<file path="src/rtl/if_fetch.sv">
// Instruction-fetch stage feeding the decode stage.
//
// Owns the program counter and issues one instruction-memory request at a time
// over a variable-latency req/ack handshake. Fetched words are registered into
// pc_o/inst_o for decode. Honours the pipeline stall: a word acked while
// stalled is parked in a one-entry hold buffer. Handles MIPS-style branches
// with a single delay slot. The delay-slot word is always delivered before the
// target stream.
//
// Ports:
//   clk                      clock, all state updates on the rising edge
//   rst                      synchronous active-low reset
//   stall_i                  decode holds its current instruction
//   branch_flag_i            decode resolved a taken branch this cycle
//   branch_target_address_i  branch target, valid with branch_flag_i
//   imem_req_o               fetch request, held until imem_ack_i
//   imem_addr_o              fetch address, stable while imem_req_o is high
//   imem_ack_i               memory completes the request this cycle
//   imem_rdata_i             instruction word, valid with imem_ack_i
//   pc_o                     address of the instruction presented to decode
//   inst_o                   instruction presented to decode (0 when invalid)
//   inst_valid_o             pc_o/inst_o hold a real instruction
module if_fetch #(
  parameter logic [31:0] RESET_PC = 32'h0000_0000
) (
  input  logic        clk,
  input  logic        rst,
  input  logic        stall_i,
  input  logic        branch_flag_i,
  input  logic [31:0] branch_target_address_i,
  output logic        imem_req_o,
  output logic [31:0] imem_addr_o,
  input  logic        imem_ack_i,
  input  logic [31:0] imem_rdata_i,
  output logic [31:0] pc_o,
  output logic [31:0] inst_o,
  output logic        inst_valid_o
);

  typedef enum logic [1:0] {
    StIdle,
    StFetch,
    StHold
  } state_e;

  state_e      state_q;
  logic [31:0] pc_q;
  logic [31:0] hold_pc_q;
  logic [31:0] hold_inst_q;
  logic        redir_pend_q;
  logic [31:0] redir_tgt_q;

  // Request and address come straight from registers, so a request is never
  // withdrawn or re-addressed until the FSM leaves StFetch on an ack.
  assign imem_req_o  = (state_q == StFetch);
  assign imem_addr_o = pc_q;

  always_ff @(posedge clk) begin
    if (!rst) begin
      state_q      <= StIdle;
      pc_q         <= RESET_PC;
      hold_pc_q    <= 32'h0;
      hold_inst_q  <= 32'h0;
      redir_pend_q <= 1'b0;
      redir_tgt_q  <= 32'h0;
      pc_o         <= 32'h0;
      inst_o       <= 32'h0;
      inst_valid_o <= 1'b0;
    end else begin
      unique case (state_q)
        StIdle: begin
          state_q <= StFetch;
        end

        StFetch: begin
          if (imem_ack_i) begin
            if (!stall_i) begin
              pc_o         <= pc_q;
              inst_o       <= imem_rdata_i;
              inst_valid_o <= 1'b1;
            end else begin
              hold_pc_q   <= pc_q;
              hold_inst_q <= imem_rdata_i;
              state_q     <= StHold;
            end
            // A branch seen now makes the captured word the delay slot, so
            // the next fetch goes straight to the target.
            if (!stall_i && branch_flag_i) begin
              pc_q         <= branch_target_address_i;
              redir_pend_q <= 1'b0;
            end else if (redir_pend_q) begin
              pc_q         <= redir_tgt_q;
              redir_pend_q <= 1'b0;
            end else begin
              pc_q <= pc_q + 32'd4;
            end
          end else if (!stall_i) begin
            pc_o         <= 32'h0;
            inst_o       <= 32'h0;
            inst_valid_o <= 1'b0;
            // The outstanding request is the delay slot; redirect at its ack.
            if (branch_flag_i) begin
              redir_pend_q <= 1'b1;
              redir_tgt_q  <= branch_target_address_i;
            end
          end
        end

        StHold: begin
          if (!stall_i) begin
            pc_o         <= hold_pc_q;
            inst_o       <= hold_inst_q;
            inst_valid_o <= 1'b1;
            state_q      <= StFetch;
            // Buffered word is the delay slot and nothing is outstanding.
            if (branch_flag_i) begin
              pc_q <= branch_target_address_i;
            end
          end
        end

        default: begin
          state_q <= StIdle;
        end
      endcase
    end
  end

endmodule

</file>
<file path="config.mk">
export PLATFORM = sky130hd
export DESIGN_NAME = if_fetch
export DESIGN_NICKNAME = d
export VERILOG_FILES = /design/src/rtl/if_fetch.sv
export SDC_FILE = /design/constraint.sdc
export NUM_CORES = 1
export LEC_CHECK = 0
export ABC_AREA = 1
export BUFFER_PORTS_ARGS = -buffer_cell sky130_fd_sc_hd__buf_4
export CORE_MARGIN = 5
export CORE_UTILIZATION = 39
export DETAILED_ROUTE_END_ITERATION = 7
export MAX_ROUTING_LAYER = met4
export PLACE_DENSITY = 0.62
export SLEW_MARGIN = 25
export SYNTH_ARGS = -nofsm -noshare
export SYNTH_HDL_FRONTEND = slang
export SYNTH_SLANG_ARGS = --single-unit
export TNS_END_PERCENT = 30
</file>
<file path="constraint.sdc">
create_clock -name clk -period 1.9 [get_ports clk]
set_input_delay 0.19 -clock clk [delete_from_list [all_inputs] [get_ports clk]]
set_output_delay 0.19 -clock clk [all_outputs]
set_load 0.01 [all_outputs]
</file>
Word level (Yosys, flattened, before mapping)
Cells that the tools add are included.
{ "op_classes": {"n_reduce_logical": 12, "bitwise_logic": 2, "addsub": 1, "eq_ne": 9, "muxes": 26} }
{ "op_table": {"columns": ["op", "count"], "rows": [
  ["2-to-1 mux 32 bit", 12],
  ["one-hot mux 32 bit (2 select lines)", 3],
  ["adder 32 x 3 -> 32 bit (second input constant)", 1],
  ["AND reduction 3 bit", 4],
  ["inequality test 2 bit (second input constant)", 4],
  ["AND reduction 4 bit", 2],
  ["2-to-1 mux 1 bit", 6],
  ["2-to-1 mux 2 bit", 3],
  ["one-hot mux 2 bit (3 select lines)", 1],
  ["inequality test 2 x 1 -> 1 bit (second input constant)", 2],
  ["nonzero test 2 bit", 2],
  ["inequality test 3 x 2 -> 1 bit (second input constant)", 1],
  ["== test 2 x 1 -> 1 bit (second input constant)", 1],
  ["== test 2 bit (second input constant)", 1],
  ["logical NOT 2 bit", 1],
  ["NOT 1 bit", 2],
  ["one-hot mux 1 bit (2 select lines)", 1],
  ["AND reduction 2 bit", 1],
  ["logical AND 1 bit", 1],
  ["logical NOT 1 bit", 1]
]} }
{ "word_totals": {"ff_bits": 196, "inputBits": 69, "word_cells": 59, "output_inout_bits": 98} }

Depth between registers and ports, before layout
{ "logic_depth": {"depth_word": 5, "mapped_depth": 11, "ltp_nobuf": 10} }

Worst setup path before layout
Ideal clock, no wire load.
{ "synth_path": {"kind": "reg2reg", "startpoint": "register state_q[1]", "endpoint": "register hold_inst_q[31]", "path_buffers": 2, "setup_time_ns": 0.134, "required_ns": 1.766, "period_less_slack_ns": 1.580, "arrival_ns": 1.447, "slack_ns": 0.320, "stages_incl_launch_ff": 10, "path_cell_list": "dfxtp_1 inv_1 ha_1 nand2_1 nor2_4 inv_2 buf_4 buf_6 nor2_1 a211oi_2"} }
{ "synth_via": {"elab_chain_cells": 2} }
{ "synth_rtl": {"columns": ["item", "line", "source"], "rows": [
  ["start: declaration", "46", "state_e state_q;"],
  ["start signal: assignment", "60", "state_q <= StIdle;"],
  ["start signal: assignment", "72", "state_q <= StFetch;"],
  ["start signal: assignment", "84", "state_q <= StHold;"],
  ["== test 2 x 1 -> 1 bit", null, null],
  ["named net imem_req_o", "31", "output logic imem_req_o,"],
  ["AND reduction 3 bit (no source line)", null, null],
  ["end signal: assignment", "83", "hold_inst_q <= imem_rdata_i;"],
  ["end: declaration", "49", "logic [31:0] hold_inst_q;"]
]} }
The timed path passes the listed nets, and every way through them passes these cells.
A chain may end at the register's enable or synchronous reset.

Final worst setup path
{ "layout_path": {"startpoint": "register state_q[1]", "endpoint": "register pc_q[31], in the netlist imem_addr_o[31]"} }
{ "layout_via": {"elab_chain_cells": 3, "elab_cells_between_ends": 8, "classes_between": "5 x eq/ne; 1 x mux; 2 x reduce/logical"} }
{ "layout_rtl": {"columns": ["item", "line", "source"], "rows": [
  ["== test 2 bit or == test 2 x 1 -> 1 bit (tied branches)", "70", "unique case (state_q)"],
  ["inequality test 2 bit (no source line), or another cell as far along", null, null],
  ["AND reduction 4 bit (no source line)", null, null],
  ["end signal: assignment", "89", "pc_q <= branch_target_address_i;"],
  ["end signal: assignment", "92", "pc_q <= redir_tgt_q;"],
  ["end signal: assignment", "95", "pc_q <= pc_q + 32'd4;"],
  ["end: declaration", "47", "logic [31:0] pc_q;"]
]} }
Parallel ways exist; a longest one is shown, timed or not.

==> results.py <==
metrics = {
    "status": {
        "status": "finished, final reports clean",
    },
    "synthesis": {
        "synth.distinct_cells": 32,
        "yosys_register_bits": 196,
        "synth.area.top_cells": "dfxtp_1, a21oi_1, o21ai_0",
        "synth.largest_area_cell": "dfxtp_1",
        "ys_seq_area_frac": 0.437,
        "synth.yosys.warnings": 0,
        "syn-cell-area_um2": 8970,
        "synth.net_count": 1305,
        "netlist_instances": 1232,
        "netlist.area_leader.share": 0.437,
        "synth.avg_cell_area_um2": 7.28,
    },
    "detailed_routing": {
        "detail_route.wirelength_mm": 27.6,
        "drc": 0,
        "routed_wire_length_per_instance_um": 16.6,
        "via_count": 8831,
        "drt_iter0_drc": 645,
        "postRouteAntennaNets": 0,
        "detail_route.vias_per_cell": 5.33,
        "drt_pass1_iterations": 7,
    },
    "worst_hold_path": {
        "worst_hold_path.num_cells": 3,
        "hold_path.startpoint": "branch_target_address_i[1]",
        "destination_of_the_worst_hold_path": "redir_tgt_q[1]",
        "kind_of_path_behind_the_tightest_hold_check": "primary input to flop",
    },
    "timing": {
        "final_layout_worst_hold_slack_ns": 0.0153,
        "final.min_clock_period_ns": 1.76,
        "final-hold-violation-count": 0,
        "relSlewSlack": 0.640,
        "clock_skew_ns": 0.0120,
        "setup_viol": 0,
        "setup_total_negative_slack_ns": 0,
        "finalCritPeriodShare": 0.926,
        "max_slew.worst_pin.slew_ns": 0.540,
        "rsz_0062_raised_after_global_routing": "false",
        "final_max_slew_viol_count": 0,
        "fmax_mhz": 568,
    },
    "global_route": {
        "grt_start_max_net_pins": 126,
        "global_route.usage.total": 0.212,
        "grt_pass1_wl_mm": 43.9,
        "grt_antenna_before_repair": 0,
        "global_route.overflow_total": 0,
        "first_global_vias": 8224,
    },
    "cts": {
        "clock_insertion_delay_worst_skew_ns": 0.44,
        "cts-buffers-inserted": 17,
        "ctsLongestPathBuffers": 2,
        "cts.reportedPaths.clkPinSlew_ns": 0.07,
        "cts_num_sinks": 196,
        "tritoncts_clock_tree": "built",
        "root_buffer": "clkbuf_16",
        "ctsHtreeMaxLevel": 4,
        "cts_setup_buffers": 0,
    },
    "setup_path": {
        "critPathCaptureType": "flop",
        "crit_path_top_delay_cell": "dfxtp_2",
        "worst-endpoint-arrival_ns": 2.09,
        "regToRegStartpoint": "state_q[1]",
        "critical-path-top-delay-family": "buffers and inverters",
        "startpoint_type": "flop",
        "worst_r2r_path_depth": 10,
        "crit-reg2reg-capture": "imem_addr_o[31]",
        "worstPathRequired_ns": 2.23,
        "worst-path-stages": 10,
        "cp_cell_sequence": "inv_1 > ha_1 > nor2_2 > buf_4 > nor2_1 > nand2_2 > inv_4 > clkbuf_16 > o21ai_0 > a21oi_2",
        "critPathMaxStageDelay_ns": 0.35,
        "setup.reg_to_reg.worst_slack_ns": 0.14,
        "criticalPathCategory": "flop to flop",
        "critical_path.max_fanout": 16,
        "worst-path-buf-inv": 4,
    },
    "finish": {
        "nNetsFinal": 1434,
        "final_cell_mix": "a21oi_1, dfxtp_1, nand2_1",
        "area_growth_syn_to_layout_pct": 24.4,
        "stdcell_area_um2": 11200,
        "final_core_util": 0.493,
        "fraction_of_final_layout_cells_with_drive_strength_greater_than_1": 0.197,
        "antenna_cells_inserted": 0,
        "commonest_non_fill_non_tap_cell_in_the_layout": "a21oi_1",
    },
    "place": {
        "detailed_place.area_um2": 10500,
        "buffer_ports.inserted": 166,
        "gpl.final_weighted_congestion": 0.872,
        "dp_hpwl_mm": 18.4,
    },
    "floorplan": {
        "die_area_um2": 26100,
        "placement_rows": 55,
        "die_x_extent_um": 162,
        "height_of_the_chip_um": 162,
        "core_area_um2": 22600,
        "initial_utilization": 0.396,
        "number_of_ports_placed_on_the_die_boundary": 167,
    },
    "pwr": {
        "worst_ir_drop_vdd_v": 0.000655,
        "powerDensity_nw_per_um2": 969,
        "leakagePower_nw": 4.32,
    },
    "job": {
        "max_cap_violations": 0,
    },
}
[final cells by class]
class / count / area [um^2]
Fill cell: 2263 / 11500
Multi-Input combinational cell: 832 / 4190
Sequential cell: 196 / 3930
Timing Repair Buffer: 201 / 1700
Inverter: 113 / 427
Clock buffer: 17 / 425
Tap cell: 285 / 357
Clock inverter: 14 / 143
[timing repair]
action | in CTS | in global routing
endpoints found under the setup margin | 0 | 73
resized for setup | 0 | 6
hold buffers | 3 | 0
endpoints found under the hold margin | 3 | 0
[worst max path at each step]
stage,from,end,slack [ns]
2_1_floorplan,state_q[1],hold_inst_q[31],0.32
3_3_place_gp,imem_addr_o[2],imem_addr_o[26],0.13
3_5_place_dp,state_q[0],inst_o[23],0.11
4_1_cts,state_q[1],imem_addr_o[3],0.09
5_1_grt,state_q[1],imem_addr_o[30],0.009
6_report,state_q[1],imem_addr_o[31],0.14
[where the power goes]
group | internal (mW) | switching, mW | total [mW] | leakage [nW]
combinational | 0.993 | 1.50 | 2.50 | 2.45
clock | 1.84 | 1.70 | 3.55 | 0.275
sequential | 4.46 | 0.315 | 4.77 | 1.59
total | 7.29 | 3.52 | 10.8 | 4.32
[worst reg2reg max path, stage by stage, from the launching register on]
cell and delay (ns):
dfxtp_2 0.35, inv_1 0.06, ha_1 0.20, nor2_2 0.23, buf_4 0.15, nor2_1 0.04
nand2_2 0.12, inv_4 0.08, clkbuf_16 0.18, o21ai_0 0.20, a21oi_2 0.04
[flip-flops by register name, summed over array words and instances (netlist names)]
name          flops
redir_tgt_q      32
pc_o             32
state_q           2
inst_valid_o      1
imem_addr_o      32
redir_pend_q      1
hold_inst_q      32
hold_pc_q        32
inst_o           32
[cell families after synthesis]
logic type / after synthesis / share of synthesized area
XOR/XNOR: 2 / 0.00195
buffers and inverters: 205 / 0.0983
adder cells (fa/ha/maj): 4 / 0.00558
AND/OR/NAND/NOR: 309 / 0.147
AO/OA/AOI/OAI: 516 / 0.310
flip-flops: 196 / 0.437
[Yosys cell counts, drive strengths merged]
| library cell | n |
|---|---|
| a311oi | 1 |
| nand4 | 1 |
| a211oi | 3 |
| buf | 40 |
| nor3 | 1 |
| clkbuf | 52 |
| a21oi | 267 |
| o21ai | 174 |
| nor2 | 71 |
| o211ai | 67 |
| o22ai | 1 |
| clkinv | 1 |
| dfxtp | 196 |
| nand2 | 194 |
| xor2 | 2 |
| ha | 4 |
| and2 | 1 |
| nand3 | 41 |
| inv | 112 |
| a31oi | 2 |
| a221oi | 1 |
[routing by layer]
metal,track usage,share of wire,vias to the layer above
li1,-,-,4444
met1,0.294,0.47,4100
met2,0.330,0.46,266
met3,0.0332,0.056,21
met4,0.0481,0.013,0
met5,-,0,-
[metrics by stage]
step           cells  setup slack (ns)  total power [mW]
3_3_place_gp    1622             0.134              7.26
2_1_floorplan   1232             0.320              6.21
6_report        1658             0.141              10.8
5_1_grt         1658           0.00884              11.4
4_1_cts         1656            0.0857              10.8
3_5_place_dp    1622             0.108              7.29
Note: power is estimated with default switching activity, not from simulation.
